==> config.mk <==
export PLATFORM = sky130hd
export DESIGN_NAME = pixel_scan_ctrl
export DESIGN_NICKNAME = d
export VERILOG_FILES = /design/src/rtl/pixel_scan_pkg.sv /design/src/rtl/pixel_scan_ctrl_tick_counter.sv /design/src/rtl/pixel_scan_ctrl.sv
export SDC_FILE = /design/constraint.sdc
export NUM_CORES = 1
export LEC_CHECK = 0
export ABC_AREA = 1
export CAP_MARGIN = 20
export CORE_AREA = 4 4 60 89
export DETAILED_ROUTE_END_ITERATION = 12
export DIE_AREA = 0 0 64 93
export PLACE_DENSITY = 0.78
export RECOVER_POWER = 100
export SYNTH_ARGS = -nofsm -noshare
export SYNTH_HDL_FRONTEND = slang
export SYNTH_SLANG_ARGS = --single-unit
==> constraint.sdc <==
create_clock -name clk -period 2.1 [get_ports clk]
set_input_delay 0.42 -clock clk [delete_from_list [all_inputs] [get_ports clk]]
set_output_delay 0.42 -clock clk [all_outputs]
set_load 0.01 [all_outputs]
==> src/rtl/pixel_scan_pkg.sv <==
// Shared types and default timing for the display frame-scan sequencer.
package pixel_scan_pkg;

    typedef enum logic [2:0] {IDLE, ARM, ACTIVE, HBLANK, VBLANK} state_t;

    localparam int H_ACTIVE_DEF = 160;
    localparam int H_BLANK_DEF  = 16;
    localparam int V_ACTIVE_DEF = 120;
    localparam int V_BLANK_DEF  = 8;
    localparam int COL_W_DEF    = 8;
    localparam int ROW_W_DEF    = 7;

endpackage

==> src/rtl/pixel_scan_ctrl_tick_counter.sv <==
// Wrapping counter; wraps on the registered terminal flag, so max_val only
// has to describe the range that applies after the current edge.
module tick_counter #(
    parameter int W = 8
) (
    input  logic         clk,
    input  logic         n_rst,
    input  logic         clr,
    input  logic         en,
    input  logic [W-1:0] max_val,
    output logic [W-1:0] count,
    output logic         tc
);

    always_ff @(posedge clk or negedge n_rst) begin
        if (!n_rst) begin
            count <= '0;
            tc    <= 1'b0;
        end else if (clr) begin
            count <= '0;
            tc    <= (max_val == '0);
        end else if (en) begin
            if (tc) begin
                count <= '0;
                tc    <= (max_val == '0);
            end else begin
                count <= count + W'(1);
                tc    <= ((count + W'(1)) == max_val);
            end
        end
    end

endmodule

==> src/rtl/pixel_scan_ctrl.sv <==
// Frame-scan sequencer: walks a raster on divider ticks, issues per-pixel
// frame-buffer reads over req/ack and produces active-low sync and status.
module pixel_scan_ctrl
    import pixel_scan_pkg::*;
#(
    parameter int H_ACTIVE = H_ACTIVE_DEF,
    parameter int H_BLANK  = H_BLANK_DEF,
    parameter int V_ACTIVE = V_ACTIVE_DEF,
    parameter int V_BLANK  = V_BLANK_DEF,
    parameter int COL_W    = COL_W_DEF,
    parameter int ROW_W    = ROW_W_DEF
) (
    input  logic             clk,
    input  logic             n_rst,
    input  logic             start,
    input  logic             abort,
    input  logic             continuous,
    input  logic             flag_pulse,
    input  logic             pix_ack,
    output logic             div_enable,
    output logic             pix_req,
    output logic [COL_W-1:0] pix_col,
    output logic [ROW_W-1:0] pix_row,
    output logic             hsync,
    output logic             vsync,
    output logic             busy,
    output logic             frame_done,
    output logic             underrun
);

    localparam int               H_TOTAL  = H_ACTIVE + H_BLANK;
    localparam logic [COL_W-1:0] COL_MAX  = COL_W'(H_TOTAL - 1);
    localparam logic [COL_W-1:0] COL_LAST = COL_W'(H_ACTIVE - 1);
    localparam logic [ROW_W-1:0] ROW_AMAX = ROW_W'(V_ACTIVE - 1);
    localparam logic [ROW_W-1:0] ROW_BMAX = ROW_W'(V_BLANK - 1);

    state_t           state;
    logic             tick, scanning, late;
    logic             cnt_clr, col_en, row_en;
    logic [COL_W-1:0] col_cnt;
    logic             col_tc;
    logic [ROW_W-1:0] row_cnt, row_max;
    logic             row_tc;

    assign tick     = flag_pulse;
    assign scanning = (state == ACTIVE) || (state == HBLANK) || (state == VBLANK);
    assign late     = pix_req && !pix_ack;
    assign cnt_clr  = abort || !scanning;
    assign col_en   = tick && scanning;
    assign row_en   = col_en && col_tc;
    // Row range flips between active lines and blank lines exactly when it wraps.
    assign row_max  = ((state == VBLANK) ^ (row_en && row_tc)) ? ROW_BMAX : ROW_AMAX;

    // One column count spans active and blank ticks of a line.
    tick_counter #(.W(COL_W)) u_col_cnt (
        .clk     (clk),
        .n_rst   (n_rst),
        .clr     (cnt_clr),
        .en      (col_en),
        .max_val (COL_MAX),
        .count   (col_cnt),
        .tc      (col_tc)
    );

    tick_counter #(.W(ROW_W)) u_row_cnt (
        .clk     (clk),
        .n_rst   (n_rst),
        .clr     (cnt_clr),
        .en      (row_en),
        .max_val (row_max),
        .count   (row_cnt),
        .tc      (row_tc)
    );

    always_ff @(posedge clk or negedge n_rst) begin
        if (!n_rst) begin
            state      <= IDLE;
            div_enable <= 1'b0;
            pix_req    <= 1'b0;
            pix_col    <= '0;
            pix_row    <= '0;
            hsync      <= 1'b1;
            vsync      <= 1'b1;
            busy       <= 1'b0;
            frame_done <= 1'b0;
            underrun   <= 1'b0;
        end else begin
            frame_done <= 1'b0;
            if (pix_ack) pix_req <= 1'b0;
            if (abort) begin
                state      <= IDLE;
                div_enable <= 1'b0;
                busy       <= 1'b0;
                pix_req    <= 1'b0;
                pix_col    <= '0;
                pix_row    <= '0;
                hsync      <= 1'b1;
                vsync      <= 1'b1;
            end else begin
                case (state)
                    IDLE: if (start) begin
                        state      <= ARM;
                        div_enable <= 1'b1;
                        busy       <= 1'b1;
                        underrun   <= 1'b0;
                    end
                    ARM: if (tick) begin
                        state   <= ACTIVE;
                        pix_req <= 1'b1;
                        pix_col <= '0;
                        pix_row <= '0;
                    end
                    ACTIVE: if (tick) begin
                        if (late) underrun <= 1'b1;
                        if (col_cnt == COL_LAST) begin
                            state <= HBLANK;
                            hsync <= 1'b0;
                        end else begin
                            pix_req <= 1'b1;
                            pix_col <= col_cnt + COL_W'(1);
                        end
                    end
                    HBLANK: if (tick && col_tc) begin
                        hsync <= 1'b1;
                        if (row_tc) begin
                            state <= VBLANK;
                            vsync <= 1'b0;
                        end else begin
                            state   <= ACTIVE;
                            pix_req <= 1'b1;
                            pix_col <= '0;
                            pix_row <= row_cnt + ROW_W'(1);
                            if (late) underrun <= 1'b1;
                        end
                    end
                    VBLANK: if (tick) begin
                        if (col_tc && row_tc) begin
                            hsync      <= 1'b1;
                            vsync      <= 1'b1;
                            frame_done <= 1'b1;
                            if (continuous) begin
                                state   <= ACTIVE;
                                pix_req <= 1'b1;
                                pix_col <= '0;
                                pix_row <= '0;
                                if (late) underrun <= 1'b1;
                            end else begin
                                state      <= IDLE;
                                div_enable <= 1'b0;
                                busy       <= 1'b0;
                            end
                        end else begin
                            // Low once the next column lands in the blank part of the line.
                            hsync <= col_tc || (col_cnt < COL_LAST);
                        end
                    end
                    default: state <= IDLE;
                endcase
            end
        end
    end

endmodule

Word-level counts from Yosys, hierarchy flattened. Cells that the tools add are included.

Register bits after elaboration: 41. Input bits: 7. Output and inout bits: 22. Word-level logic and storage cells: 158.

Add/subtract/negate cells: 2. Order comparisons: 1. Equality and inequality tests: 26. Multiplexer cells: 85. Bitwise operators: 2. Reduce and logical (&&, ||, !) cells: 29.

Operators by type and width (number): 8-bit 2-to-1 mux (12); 7-bit 2-to-1 mux (11); 1-bit 2-to-1 mux (44); 8-bit one-hot mux with 4 select lines (1); 3-bit 2-to-1 mux (9); 3-bit != test (second input constant) (8); 7-bit one-hot mux with 3 select lines (1); 9-bit AND reduction (2); 8-bit == test (second input constant) (2); 3-bit one-hot mux with 5 select lines (1); 5-bit AND reduction (3); 7-bit AND reduction (2); 3-bit by 2-bit != test with 1-bit output (second input constant) (4); 4-bit nonzero test (3); 2-bit != test (second input constant) (5); 8-bit by 1-bit adder with 8-bit output (second input constant) (1); 8-bit less-than comparator (second input constant) (1); 1-bit one-hot mux with 4 select lines (2); 7-bit by 1-bit adder with 7-bit output (second input constant) (1); 7-bit == test (1); 7-bit logical NOT (1); 3-bit by 2-bit == test with 1-bit output (second input constant) (2); 1-bit logical AND (6); 3-bit nonzero test (2); other kinds (13) (20).

Depth between registers and ports, before layout. Gate-level depths: netlist of run 1.

Word-level depth: 12. Gate-level depth with buffers: 13. Depth with buffers taken out: 11.

Cells and area by module. From an unflattened synthesis of run 1, not the netlist that was laid out.

Cell total of the unflattened synthesis: 466. Area total of the unflattened synthesis: 3126.7 sq um.

Modules (own cells, without submodules): pixel_scan_ctrl (times used 1, cells an instance 264, area an instance 1823.0 sq um, seq. area each 603.1 sq um); tick_counter (u_col_cnt) (times used 1, cells an instance 108, area an instance 691.9 sq um, seq. area each 225.2 sq um); tick_counter (u_row_cnt) (times used 1, cells an instance 94, area an instance 611.8 sq um, seq. area each 200.2 sq um).

Worst setup path before layout of run 1. Ideal clock, no wire load.

Path kind: reg-to-reg. From: reg u_col_cnt.count[0]. To: reg pix_col[5]. Library setup time: 117 ps. Data arrival time: 1387 ps. Required time: 1983 ps. Path slack: 596 ps. Stages on the path, launching flop included: 11. Buffers on the path: 1. Period minus slack after synthesis: 1504 ps. Cell sequence: dfrtp_1 ha_1 nand3_1 nor2_1 nand2_1 nor2_1 nor2_2 nand2_4 buf_8 nand2_2 o21ai_2.

Cells in the longest elaborated chain, start to end: 5. Elaborated cells on any way between the ends: 8. Those cells by class: add/sub (1); eq/ne (2); mux (4); reduce/logical (1).

Ends and longest elaborated chain: start, declared (line pixel_scan_ctrl_tick_counter.sv:11) `output logic [W-1:0] count,`; start signal, assigned (line pixel_scan_ctrl_tick_counter.sv:27) `count <= count + W'(1);`; 8-bit by 1-bit adder with 8-bit output (line pixel_scan_ctrl.sv:120) `pix_col <= col_cnt + COL_W'(1);`; 8-bit 2-to-1 mux (line pixel_scan_ctrl.sv:115) `if (col_cnt == COL_LAST) begin`; 8-bit 2-to-1 mux (line pixel_scan_ctrl.sv:113) `ACTIVE: if (tick) begin`; 8-bit one-hot mux with 4 select lines (line pixel_scan_ctrl.sv:100) `case (state)`; 8-bit 2-to-1 mux (line pixel_scan_ctrl.sv:90) `if (abort) begin`; end signal, assigned (line pixel_scan_ctrl.sv:120); end, declared (line pixel_scan_ctrl.sv:22) `output logic [COL_W-1:0] pix_col,`.

Parallel ways exist; a longest one is shown, timed or not. The select of a mux whose other input is x is not followed. A chain may end at the register's enable or synchronous reset.

Worst setup path in the final report of run 1.
From: in abort. To: reg pix_row[3].

Cells in the longest elaborated chain, start to end: 2. Elaborated cells on any way between the ends: 9. Those cells by class: eq/ne (6); mux (1); reduce/logical (2).

Ends and longest elaborated chain: start, declared (line pixel_scan_ctrl.sv:16) `input logic abort,`; 3-bit != test (no source line) (tied with other cells); 7-bit AND reduction (no source line); end signal, assigned (line pixel_scan_ctrl.sv:132) `pix_row <= row_cnt + ROW_W'(1);`; end, declared (line pixel_scan_ctrl.sv:23) `output logic [ROW_W-1:0] pix_row,`.

Parallel ways exist; a longest one is shown, timed or not.

==> reports/results.txt, run 1 <==
Critical setup path kind: in -> reg. Data arrival time of the worst path: 2.09 ns. The worst setup path is launched from an input pin. Setup repair after global routing left no endpoint under its margin. The total of warnings raised by yosys is 0, and the die span in x is 64 um. The total clock sinks came out at 41. The global-route usage over all layers was 0.2208. The total area inside the core boundary comes to 0.004542 mm^2. Total grt overflow: 0. For the fmax, the log shows 526.3 MHz. TritonCTS built the clock tree.

The logs give 1356 uW for the cell internal power dissipation and 0 for the max-slew violation count. The switching power total was 775.2 uW. The proportion of power drawn by flip-flops and latches is 0.428. The number of endpoints with negative hold slack in the final report was 0. Number of hold-repair buffers added at the cts stage: 0. In the final layout, flip-flops and latches occupy 0.001028 mm^2. Average cell area after synthesis: 7.757 um^2.

The run gives 5983 um as the total detailed-routing wirelength. The master of the slowest instance on the critical path is sky130_fd_sc_hd__dlygate4sd3_1. The H-tree depth reported by CTS came out at 2.

The post-CTS setup buffer count is 0, and the number of instances in the synthesized netlist is 321. The area overhead of the layout relative to synthesis came out at 18.14%. The longest clock path from root to sink contains 2 buffers. Input and output buffers added on the ports amount to 28.

The count of cells in the finished layout, fillers not included, comes to 429. The worst setup path is captured at a flip-flop. The critical path goes through dlygate4sd3_1, inv_1, nand2_4, inv_6, nand2_4, nand2_1, nor2_4, nand3_4, nand2_1, o21ai_2. Power spread over the standard cell area amounts to 724.5 mW/mm^2. Cell count of the worst reg-to-reg path: 9. After synthesis the cells add up to 0.002490 mm^2. Via density per instance: 5.210.

The number of flops mapped to enable cells by yosys works out to 0. The tools report the end of the worst register-to-register path as u_row_cnt.tc. The static leakage power was 0.001433 uW. Setup violations remaining at the end of the flow were counted as 0. The worst min-delay path category was in -> async.

The sequential fraction of the synthesis area came out at 0.4131. Detailed placement ended at an HPWL of 4601 um. The tools report the combined area of the multi-input logic cells as 0.001217 mm^2. The flow ran to the end, and the final reports show no timing, DRC or antenna violations. The run gives 2235 as the total vias in the final route. The number of antenna diodes is 0.

In this design, the largest share of critical-path delay is due to buffers and inverters. For the first-pass GRT wire length, the log shows 10240 um. Counting every net in the synthesized netlist gives 332. STA puts the critical path data required time at 2.29 ns.

Number of antenna violations at the first check in global routing: 0. The number of global-route vias before repair was 2298; the slew at the pin closest to its max-slew limit was 1.011 ns. After clock tree synthesis, the repair step resized 0 gates.

The switching fraction of total power was 0.3637; the total buffers and inverters traversed by the critical path was 3. The run gives 29 as the count of pins on the block boundary. Once placement completed, the tool counted placed cells totaling 422. The share of the core filled with cells in the final layout was 0.6477. Clock slew seen by the registers of the worst setup and hold paths: 0.08 ns. Fill cells in the final layout number 408. In this design, the stage delay of the slowest critical-path cell is 0.64 ns.

The tools report the launch instance of the worst register-to-register path as state[2]. The logs give 376 for the total number of nets in the final design and 159 for the iteration-0 DRC count of the detailed router. Max-cap violations in this run came to 0. The async set-reset flop share out of synthesis was 1.000; the post-synthesis cell type count was 32. The max-slew headroom at the worst pin was 0.3258; the worst ir drop on vdd was 390.9 uV.

The clock network latency to the later pin of the worst-skew pair is 0.30 ns. The highest fanout seen on the critical path came out at 14. The master cell of the clock root buffer was sky130_fd_sc_hd__clkbuf_8. The total non-filler cell area in the finished layout was 0.002942 mm^2; the number of buffers created by CTS was 5. The fraction of layout instances using a drive strength above 1 is 0.1671, and the final hold slack is 0.3604 ns.

The height of the die was 93 um. The placed instances occupy a cell area of 0.002899 mm^2. The worst-case register-to-register setup slack came out at 0.35 ns. Routability-driven placement finished with a final weighted congestion of 0.9851. Entering global routing, the biggest net connects 42 pins. In the synthesized netlist the dominant register cell turns out to be sky130_fd_sc_hd__dfrtp_1.

The clock period could shrink to 1.900 ns. For the clock network fraction of design power, the log shows 0.254. The synthesized design contains 41 register bits. For the final database, setup skew stands at 0.008567 ns. The post-route antenna net violation count was 0; the share of the clock period used by the worst path was 0.9048. The die covers 0.005952 mm^2. For this run, the detailed router's first-pass iteration total came to 5.

The proportion of power drawn by combinational gates was 0.318. The count of standard-cell rows is 30. After routing, the total negative slack on setup checks comes to 0 ns. The starting utilization of the core area was 0.5482. After detailed routing, the average wire length per cell comes to 13.95 um.

DRC violation count after routing: 0.
Yosys cell counts, types with 5 or more instances:
cell type,count,area share
sky130_fd_sc_hd__nand2_1,97,0.15
sky130_fd_sc_hd__dfrtp_1,39,0.39
sky130_fd_sc_hd__inv_1,30,0.045
sky130_fd_sc_hd__nor2_1,27,0.041
sky130_fd_sc_hd__nand3_1,17,0.034
sky130_fd_sc_hd__o21ai_2,15,0.053
sky130_fd_sc_hd__o21ai_0,12,0.024
sky130_fd_sc_hd__nand2_2,11,0.028
sky130_fd_sc_hd__o22ai_1,11,0.028
sky130_fd_sc_hd__a21oi_1,6,0.012
sky130_fd_sc_hd__nor3_1,6,0.012
sky130_fd_sc_hd__inv_2,5,0.0075
sky130_fd_sc_hd__nand2_4,5,0.023
cells by family (layout without fill, tap and decap cells):
family,count (synthesis),after routing,synth area share
and+or+nand+nor,179,179,0.3347
AOI/OAI and AO/OA,50,50,0.1352
buffers and inverters,43,87,0.08292
DFF,41,41,0.4131
adders and majority gates,4,4,0.02010
xor gates and xnor gates,4,4,0.01407
layout by cell type, fill, tap and decap left out, types with 6 or more instances in the layout:
cell type,instances
sky130_fd_sc_hd__clkbuf_8,6
sky130_fd_sc_hd__dfrtp_1,39
sky130_fd_sc_hd__o21ai_2,9
sky130_fd_sc_hd__nand2_1,101
sky130_fd_sc_hd__inv_1,31
sky130_fd_sc_hd__nor3_1,6
sky130_fd_sc_hd__nand3_1,17
sky130_fd_sc_hd__a21oi_1,6
sky130_fd_sc_hd__dlygate4sd3_1,23
sky130_fd_sc_hd__nand2_2,8
sky130_fd_sc_hd__o22ai_1,11
sky130_fd_sc_hd__o21ai_0,18
sky130_fd_sc_hd__nor2_1,27
sky130_fd_sc_hd__buf_4,12
area by class of cell:
class                   instances  share of cell area
well taps                      64             0.02722
repair buffers                 44              0.1310
clock buffers                   6             0.02807
multi-input cells             237              0.4139
inverters                      36             0.04764
clock inverters                 1            0.002552
flip-flops and latches         41              0.3496
power groups by stage:
| stage | Combinational, uW | Clock [uW] | Sequential, uW |
|---|---|---|---|
| floorplan | 520 | 0 | 933 |
| global placement | 716 | 0 | 931 |
| detailed placement | 725 | 0 | 931 |
| CTS | 732 | 556 | 916 |
| global route | 759 | 575 | 925 |
| finish | 678 | 541 | 912 |
metal layers:
metal | share of wire | track usage | vias to the layer above
met3 | 0.047 | 0.03606 | 18
met4 | 0.036 | 0.1171 | 0
met1 | 0.39 | 0.2418 | 1026
met5 | 0 | 0 | -
li1 | - | - | 1120
met2 | 0.53 | 0.3995 | 71
worst max path at each step:
| stage | from | to | depth (start not counted) |
|---|---|---|---|
| final | abort | pix_row[3] | 10 |
| after global routing | abort | pix_row[3] | 10 |
| after CTS | hsync | hsync | 1 |
| after detailed placement | abort | pix_row[3] | 10 |
| after global placement | abort | pix_col[7] | 10 |
| after floorplan | u_col_cnt.count[0] | pix_col[5] | 10 |
registers in the layout (all words and copies together), names as in the netlist, 3 cells and up:
name / cells
state: 3
u_col_cnt.count: 8
u_row_cnt.count: 7
pix_row: 7
pix_col: 8
through the flow:
stage	power [uW]	worst slack (ns)
global route	2259	0.08169
global placement	1646	0.04828
floorplan	1453	0.5961
CTS	2204	0.2940
finish	2131	0.1998
detailed placement	1656	0.003597
(Power assumes the default switching activity.)
==> inputs of run 2 (changes only) <==
SLEW_MARGIN = 25   (was unset)
==> results of run 2 <==
Final layout, timing and power as in run 1 (identical DEF).
==> inputs of run 3 (changes only) <==
CTS_CLUSTER_SIZE = 12   (was unset)
==> results of run 3 <==
Final layout, timing and power as in run 1 (identical DEF).
